--- src/rtl/flash_cmd_master.sv ---
// flash_cmd_master: turns byte program/read requests into nibble-encoded flash programmer commands.
// Optional address cache: define FLASH_CMD_ADDR_CACHE_EN to skip address nibbles already sent.
module flash_cmd_master #(
    parameter int POLL_MAX = 1023
) (
    input  logic        i_clk,
    input  logic        i_rst_n,
    input  logic        i_req,
    input  logic        i_wr,
    input  logic [22:0] i_addr,
    input  logic [7:0]  i_wdata,
    output logic        o_busy,
    output logic        o_done,
    output logic [7:0]  o_rdata,
    output logic        o_timeout,
    output logic [7:0]  o_tx_data,
    output logic        o_tx_stb,
    input  logic        i_tx_ready,
    input  logic [7:0]  i_rx_data,
    input  logic        i_rx_rdy,
    output logic        o_rx_ack
);
    typedef enum logic [2:0] {IDLE, SEND, GAP, WAIT_RSP, DONE} state_t;

    state_t      state, state_nx;
    logic [3:0]  step;
    logic        wr_q;
    logic [22:0] addr_q;
    logic [7:0]  wdata_q;
    logic [15:0] poll_cnt;
    logic [3:0]  nib;
    logic [7:0]  cur_byte;
    logic        is_addr, is_rsp, skip, accept, adv, last_poll;

    // Steps 0-5 are address nibbles; the rest depend on the operation type.
    assign nib       = 4'({1'b0, addr_q} >> {step, 2'b00});
    assign is_addr   = step < 4'd6;
    assign cur_byte  = is_addr ? {step, nib} :
                       wr_q ? (step == 4'd6  ? {4'h6, wdata_q[3:0]} :
                               step == 4'd7  ? {4'h7, wdata_q[7:4]} :
                               step == 4'd8  ? 8'h85 :
                               step == 4'd9  ? 8'h87 :
                               step == 4'd10 ? 8'h8F : 8'hA0) :
                              (step == 4'd6  ? 8'h83 :
                               step == 4'd7  ? 8'h90 : 8'h8F);
    assign is_rsp    = cur_byte == 8'h90 || cur_byte == 8'hA0;
    assign accept    = (state == IDLE || state == DONE) && i_req;
    assign adv       = (state == SEND && skip) || (state == GAP && !is_rsp);
    assign last_poll = poll_cnt == 16'(POLL_MAX);

`ifdef FLASH_CMD_ADDR_CACHE_EN
    logic [22:0] cache_addr;
    logic        cache_vld;

    assign skip = is_addr && cache_vld && 4'({1'b0, cache_addr} >> {step, 2'b00}) == nib;

    // Remember the address once its last nibble has been sent or skipped.
    always_ff @(posedge i_clk or negedge i_rst_n) begin
        if (!i_rst_n) begin
            cache_addr <= '0;
            cache_vld  <= 1'b0;
        end else if (adv && step == 4'd5) begin
            cache_addr <= addr_q;
            cache_vld  <= 1'b1;
        end
    end
`else
    assign skip = 1'b0;
`endif

    // State register.
    always_ff @(posedge i_clk or negedge i_rst_n) begin
        if (!i_rst_n) state <= IDLE;
        else          state <= state_nx;
    end

    // Next-state logic.
    always_comb begin
        state_nx = state;
        unique case (state)
            IDLE, DONE: state_nx = i_req ? SEND : IDLE;
            SEND:       state_nx = skip ? SEND : i_tx_ready ? GAP : SEND;
            GAP:        state_nx = is_rsp ? WAIT_RSP : (!wr_q && step == 4'd8) ? DONE : SEND;
            WAIT_RSP:   state_nx = !i_rx_rdy ? WAIT_RSP :
                                   (cur_byte == 8'hA0 && (i_rx_data[0] || last_poll)) ? DONE : SEND;
            default:    state_nx = IDLE;
        endcase
    end

    // Outputs; every received byte is acked, but only WAIT_RSP consumes it.
    always_comb begin
        o_busy    = state == SEND || state == GAP || state == WAIT_RSP;
        o_done    = state == DONE;
        o_tx_stb  = state == SEND && !skip && i_tx_ready;
        o_tx_data = o_tx_stb ? cur_byte : 8'h00;
        o_rx_ack  = i_rx_rdy && i_rst_n;
    end

    // Request capture, step/poll sequencing and result registers.
    always_ff @(posedge i_clk or negedge i_rst_n) begin
        if (!i_rst_n) begin
            step      <= '0;
            wr_q      <= 1'b0;
            addr_q    <= '0;
            wdata_q   <= '0;
            poll_cnt  <= '0;
            o_rdata   <= '0;
            o_timeout <= 1'b0;
        end else begin
            if (accept) begin
                wr_q      <= i_wr;
                addr_q    <= i_addr;
                wdata_q   <= i_wdata;
                step      <= '0;
                poll_cnt  <= '0;
                o_timeout <= 1'b0;
            end
            if (adv) step <= step + 4'd1;
            if (o_tx_stb && cur_byte == 8'hA0) poll_cnt <= poll_cnt + 16'd1;
            if (state == WAIT_RSP && i_rx_rdy) begin
                if (cur_byte == 8'h90) begin
                    o_rdata <= i_rx_data;
                    step    <= step + 4'd1;
                end else if (!i_rx_data[0] && last_poll) begin
                    o_timeout <= 1'b1;
                end
            end
        end
    end
endmodule

--- config.mk ---
export PLATFORM = sky130hd
export DESIGN_NAME = flash_cmd_master
export DESIGN_NICKNAME = d
export VERILOG_FILES = /design/src/rtl/flash_cmd_master.sv
export SDC_FILE = /design/constraint.sdc
export NUM_CORES = 1
export LEC_CHECK = 0
export BUFFER_PORTS_ARGS = -buffer_cell sky130_fd_sc_hd__clkbuf_2
export CORE_MARGIN = 4
export CORE_UTILIZATION = 35
export CTS_BUF_LIST = sky130_fd_sc_hd__clkbuf_4
export DETAILED_ROUTE_END_ITERATION = 12
export MAX_ROUTING_LAYER = met4
export SYNTH_ARGS = -nofsm -noshare
export SYNTH_HDL_FRONTEND = slang
export SYNTH_SLANG_ARGS = --single-unit
--- constraint.sdc ---
create_clock -name i_clk -period 3.7 [get_ports i_clk]
set_clock_uncertainty 0.15 [all_clocks]
set_input_delay 0.37 -clock i_clk [delete_from_list [all_inputs] [get_ports i_clk]]
set_output_delay 0.37 -clock i_clk [all_outputs]
set_load 0.05 [all_outputs]
==> reports/metrics.yaml <==
placement:
  dp_slack_ns: 0.601
  detailed_place_hpwl_um: 5450
  port_buffers: 65
  dpl-instance-area_um2: 3800
  gp_congestion: 0.879
clocking:
  postCtsSetupRepairBufs: 0
  postCtsHoldBufs: 31
  cts_buffers: 9
  htree_levels: 3
  cts_tree: "yes"
  root_buffer: "clkbuf_4"
  cts_resized: 0
  clkSinkCount: 64
  clkLatencyLatePin_ns: 0.40
  cts.reportedPaths.clkPinSlew_ns: 0.12
  clockBufferDepth: 2
floorplan:
  rows: 35
  num_io_pins: 66
  dieArea_um2: 11200
  initial_utilization_pct: 36.2
  core_um2: 9280
  die_y_um: 106
  fp.dieW_um: 106
layout:
  layout_common_cells: "nand2_1 (121), clkbuf_2 (65), dfrtp_1 (64), dlygate4sd3_1 (31), nor2_1 (15)"
  final_common_cell: "nand2_1"
  drive_above_1_share_pct: 22.8
  syn2layout_area_growth_pct: 27.3
  nets: 514
  final_area_um2: 4280
synth:
  synth_xor_area_share_pct: 0.521
  synth-simple-area-share_pct: 25.2
  syn_nets: 425
  ys.warnings.count: 0
  synthArstFlopShare_pct: 100
  syn-cell-area_um2: 3360
  synth_top_area_share_pct: 47.6
  synthFlopType: "dfrtp_1"
  yosys.area_share.adder_pct: 1.86
  syn_area_per_cell_um2: 8.97
  synth_area_leaders: "dfrtp_1 (48%), nand2_1 (14%), mux2i_1 (3.3%)"
  yosysSeqAreaShare_pct: 47.6
  synth_seq_cells: 64
  yosysTopAreaCell: "dfrtp_1"
  synth_compound_area_share_pct: 12.3
  synthCells: 375
  synth_edf_count: 0
  ys_types: 47
  synth_top_family_by_area: "simple AND/OR/NAND/NOR gates"
  yosys-mux-area-fraction_pct: 8.97
timing:
  tns_ns: 0
  fmax_ghz: 0.305
  tightest_slew_ns: 0.821
  timing.slew.headroom_pct: 45.3
  setup_ws_ns: 0.421
  period_minus_slack_ns: 3.28
  fin_crit_sh_pct: 88.6
  final_max_slew_viol_count: 0
  setup_violations: 0
  rsz0062_at_grt: "false"
  hold_viol: 0
pwr:
  ir_worst_vdd_v: 0.000257
  p_per_area_nw_per_um2: 597
  p_leak_uw: 0.00212
run:
  drv_cap: 0
global_route:
  grt_usage_pct: 16.0
  grt_max_degree: 65
  antenna_found_initial: 1
  grt_pass1_wl_um: 14200
  grt-ovfl-total: 0
  grt_pass1_vias: 2924
routing:
  post-route-drc-count: 0
  antenna_left: 0
  wl_um: 8130
  routedWlPerCell_um: 13.6
  vias_per_cell: 4.89
  dr_total_vias: 2928
  dr.pass1.iters: 5
  drt-initial-drc-count: 197
setup_path:
  cp_slowest_stage_delay_ns: 0.64
  worst-path-max-fanout: 13
  path_delay_family: "flip-flops"
  cp_num_buf_inv: 1
  crit_chain: "ha_1, nor3_1, o221ai_1, a21oi_1, nor4_2, clkbuf_2"
  arrival_ns: 2.76
  cp.required_ns: 3.18
  reg2reg_slack_ns: 0.55
  startpoint_type: "flop"
  critPathCaptureType: "primary output"
  cpMaxStageDelayCell: "dfrtp_1"
  path_class: "reg -> out"
outcome:
  outcome: "finished clean"
min_path:
  worstHoldPathType: "in -> reg"
-- cells in the mapped netlist, types with 6 or more instances --
cell / n
a211oi_1: 6
a21oi_1: 13
a31oi_1: 13
and2_1: 7
clkbuf_1: 20
dfrtp_1: 64
mux2_2: 9
mux2i_1: 11
nand2_1: 121
nand3_1: 12
nand4_1: 6
nor2_1: 15
o21ai_0: 7
-- flip-flops by register name, summed over array words and instances (netlist names) --
register,flops
addr_q,23
o_rdata,8
poll_cnt,16
wr_q,1
state,3
step,4
o_timeout,1
wdata_q,8
-- metrics by stage --
step | hold slack (ns) | utilization, % | total power [uW] | cells
3_5_place_dp | 0.313 | 41.0 | 2000 | 551
6_report | 0.0342 | 46.1 | 2560 | 599
2_1_floorplan | -0.0756 | - | 1760 | 375
4_1_cts | 0.00872 | 46.1 | 2580 | 598
3_3_place_gp | 0.307 | 41.0 | 1990 | 551
5_1_grt | 0.00170 | 46.1 | 2770 | 599
-- cells by family (layout without fill, tap and decap cells) --
logic type,after synthesis,in the layout
AND/OR/NAND/NOR,189,189
flip-flops,64,64
AO/OA/AOI/OAI,61,61
buffers and inverters,30,124
multiplexers,24,24
adder cells (fa/ha/maj),5,5
XOR/XNOR,2,2
other,0,1
-- metal layers --
metal  global-route usage [%]  routed length [um]  vias to the layer above
met2                     23.9                3650                       87
met4                     3.79                  51                        0
met5                        -                   0                        -
met1                     22.0                4050                     1354
li1                         -                   -                     1485
met3                     3.95                 375                        2
-- where the power goes --
part | switching (uW) | internal [uW]
clock | 271 | 273
sequential | 155 | 890
combinational | 593 | 373
total | 1020 | 1540
-- layout make-up --
| class | instances | area, um^2 |
|---|---|---|
| fillers | 944 | 5000 |
| multi-input cells | 281 | 1650 |
| flip-flops and latches | 64 | 1600 |
| repair buffers | 102 | 681 |
| well taps | 129 | 161 |
| clock inverters | 7 | 96.3 |
| clock buffers | 9 | 67.6 |
| inverters | 6 | 22.5 |
| diodes | 1 | 2.50 |
-- tightest hold or removal path, stage by stage --
cell,delay [ns]
clkbuf_2,0.08
nand2_1,0.05
nand2_1,0.05
-- final timing paths --
| path | start | endpoint | depth (start not counted) |
|---|---|---|---|
| min in group asynchronous | i_rst_n | step[3]$_DFF_PN0_ | 2 |
| max in group asynchronous | i_rst_n | addr_q[18]$_DFFE_PN0P_ | 2 |
| max reg2reg | step[1]$_DFF_PN0_ | poll_cnt[15]$_DFFE_PN0P_ | 7 |
| max | step[1]$_DFF_PN0_ | o_tx_data[0] | 6 |
| min reg2reg | addr_q[16]$_DFFE_PN0P_ | addr_q[16]$_DFFE_PN0P_ | 2 |
| min | i_addr[19] | addr_q[19]$_DFFE_PN0P_ | 3 |
Note: power is estimated with default switching activity, not from simulation.
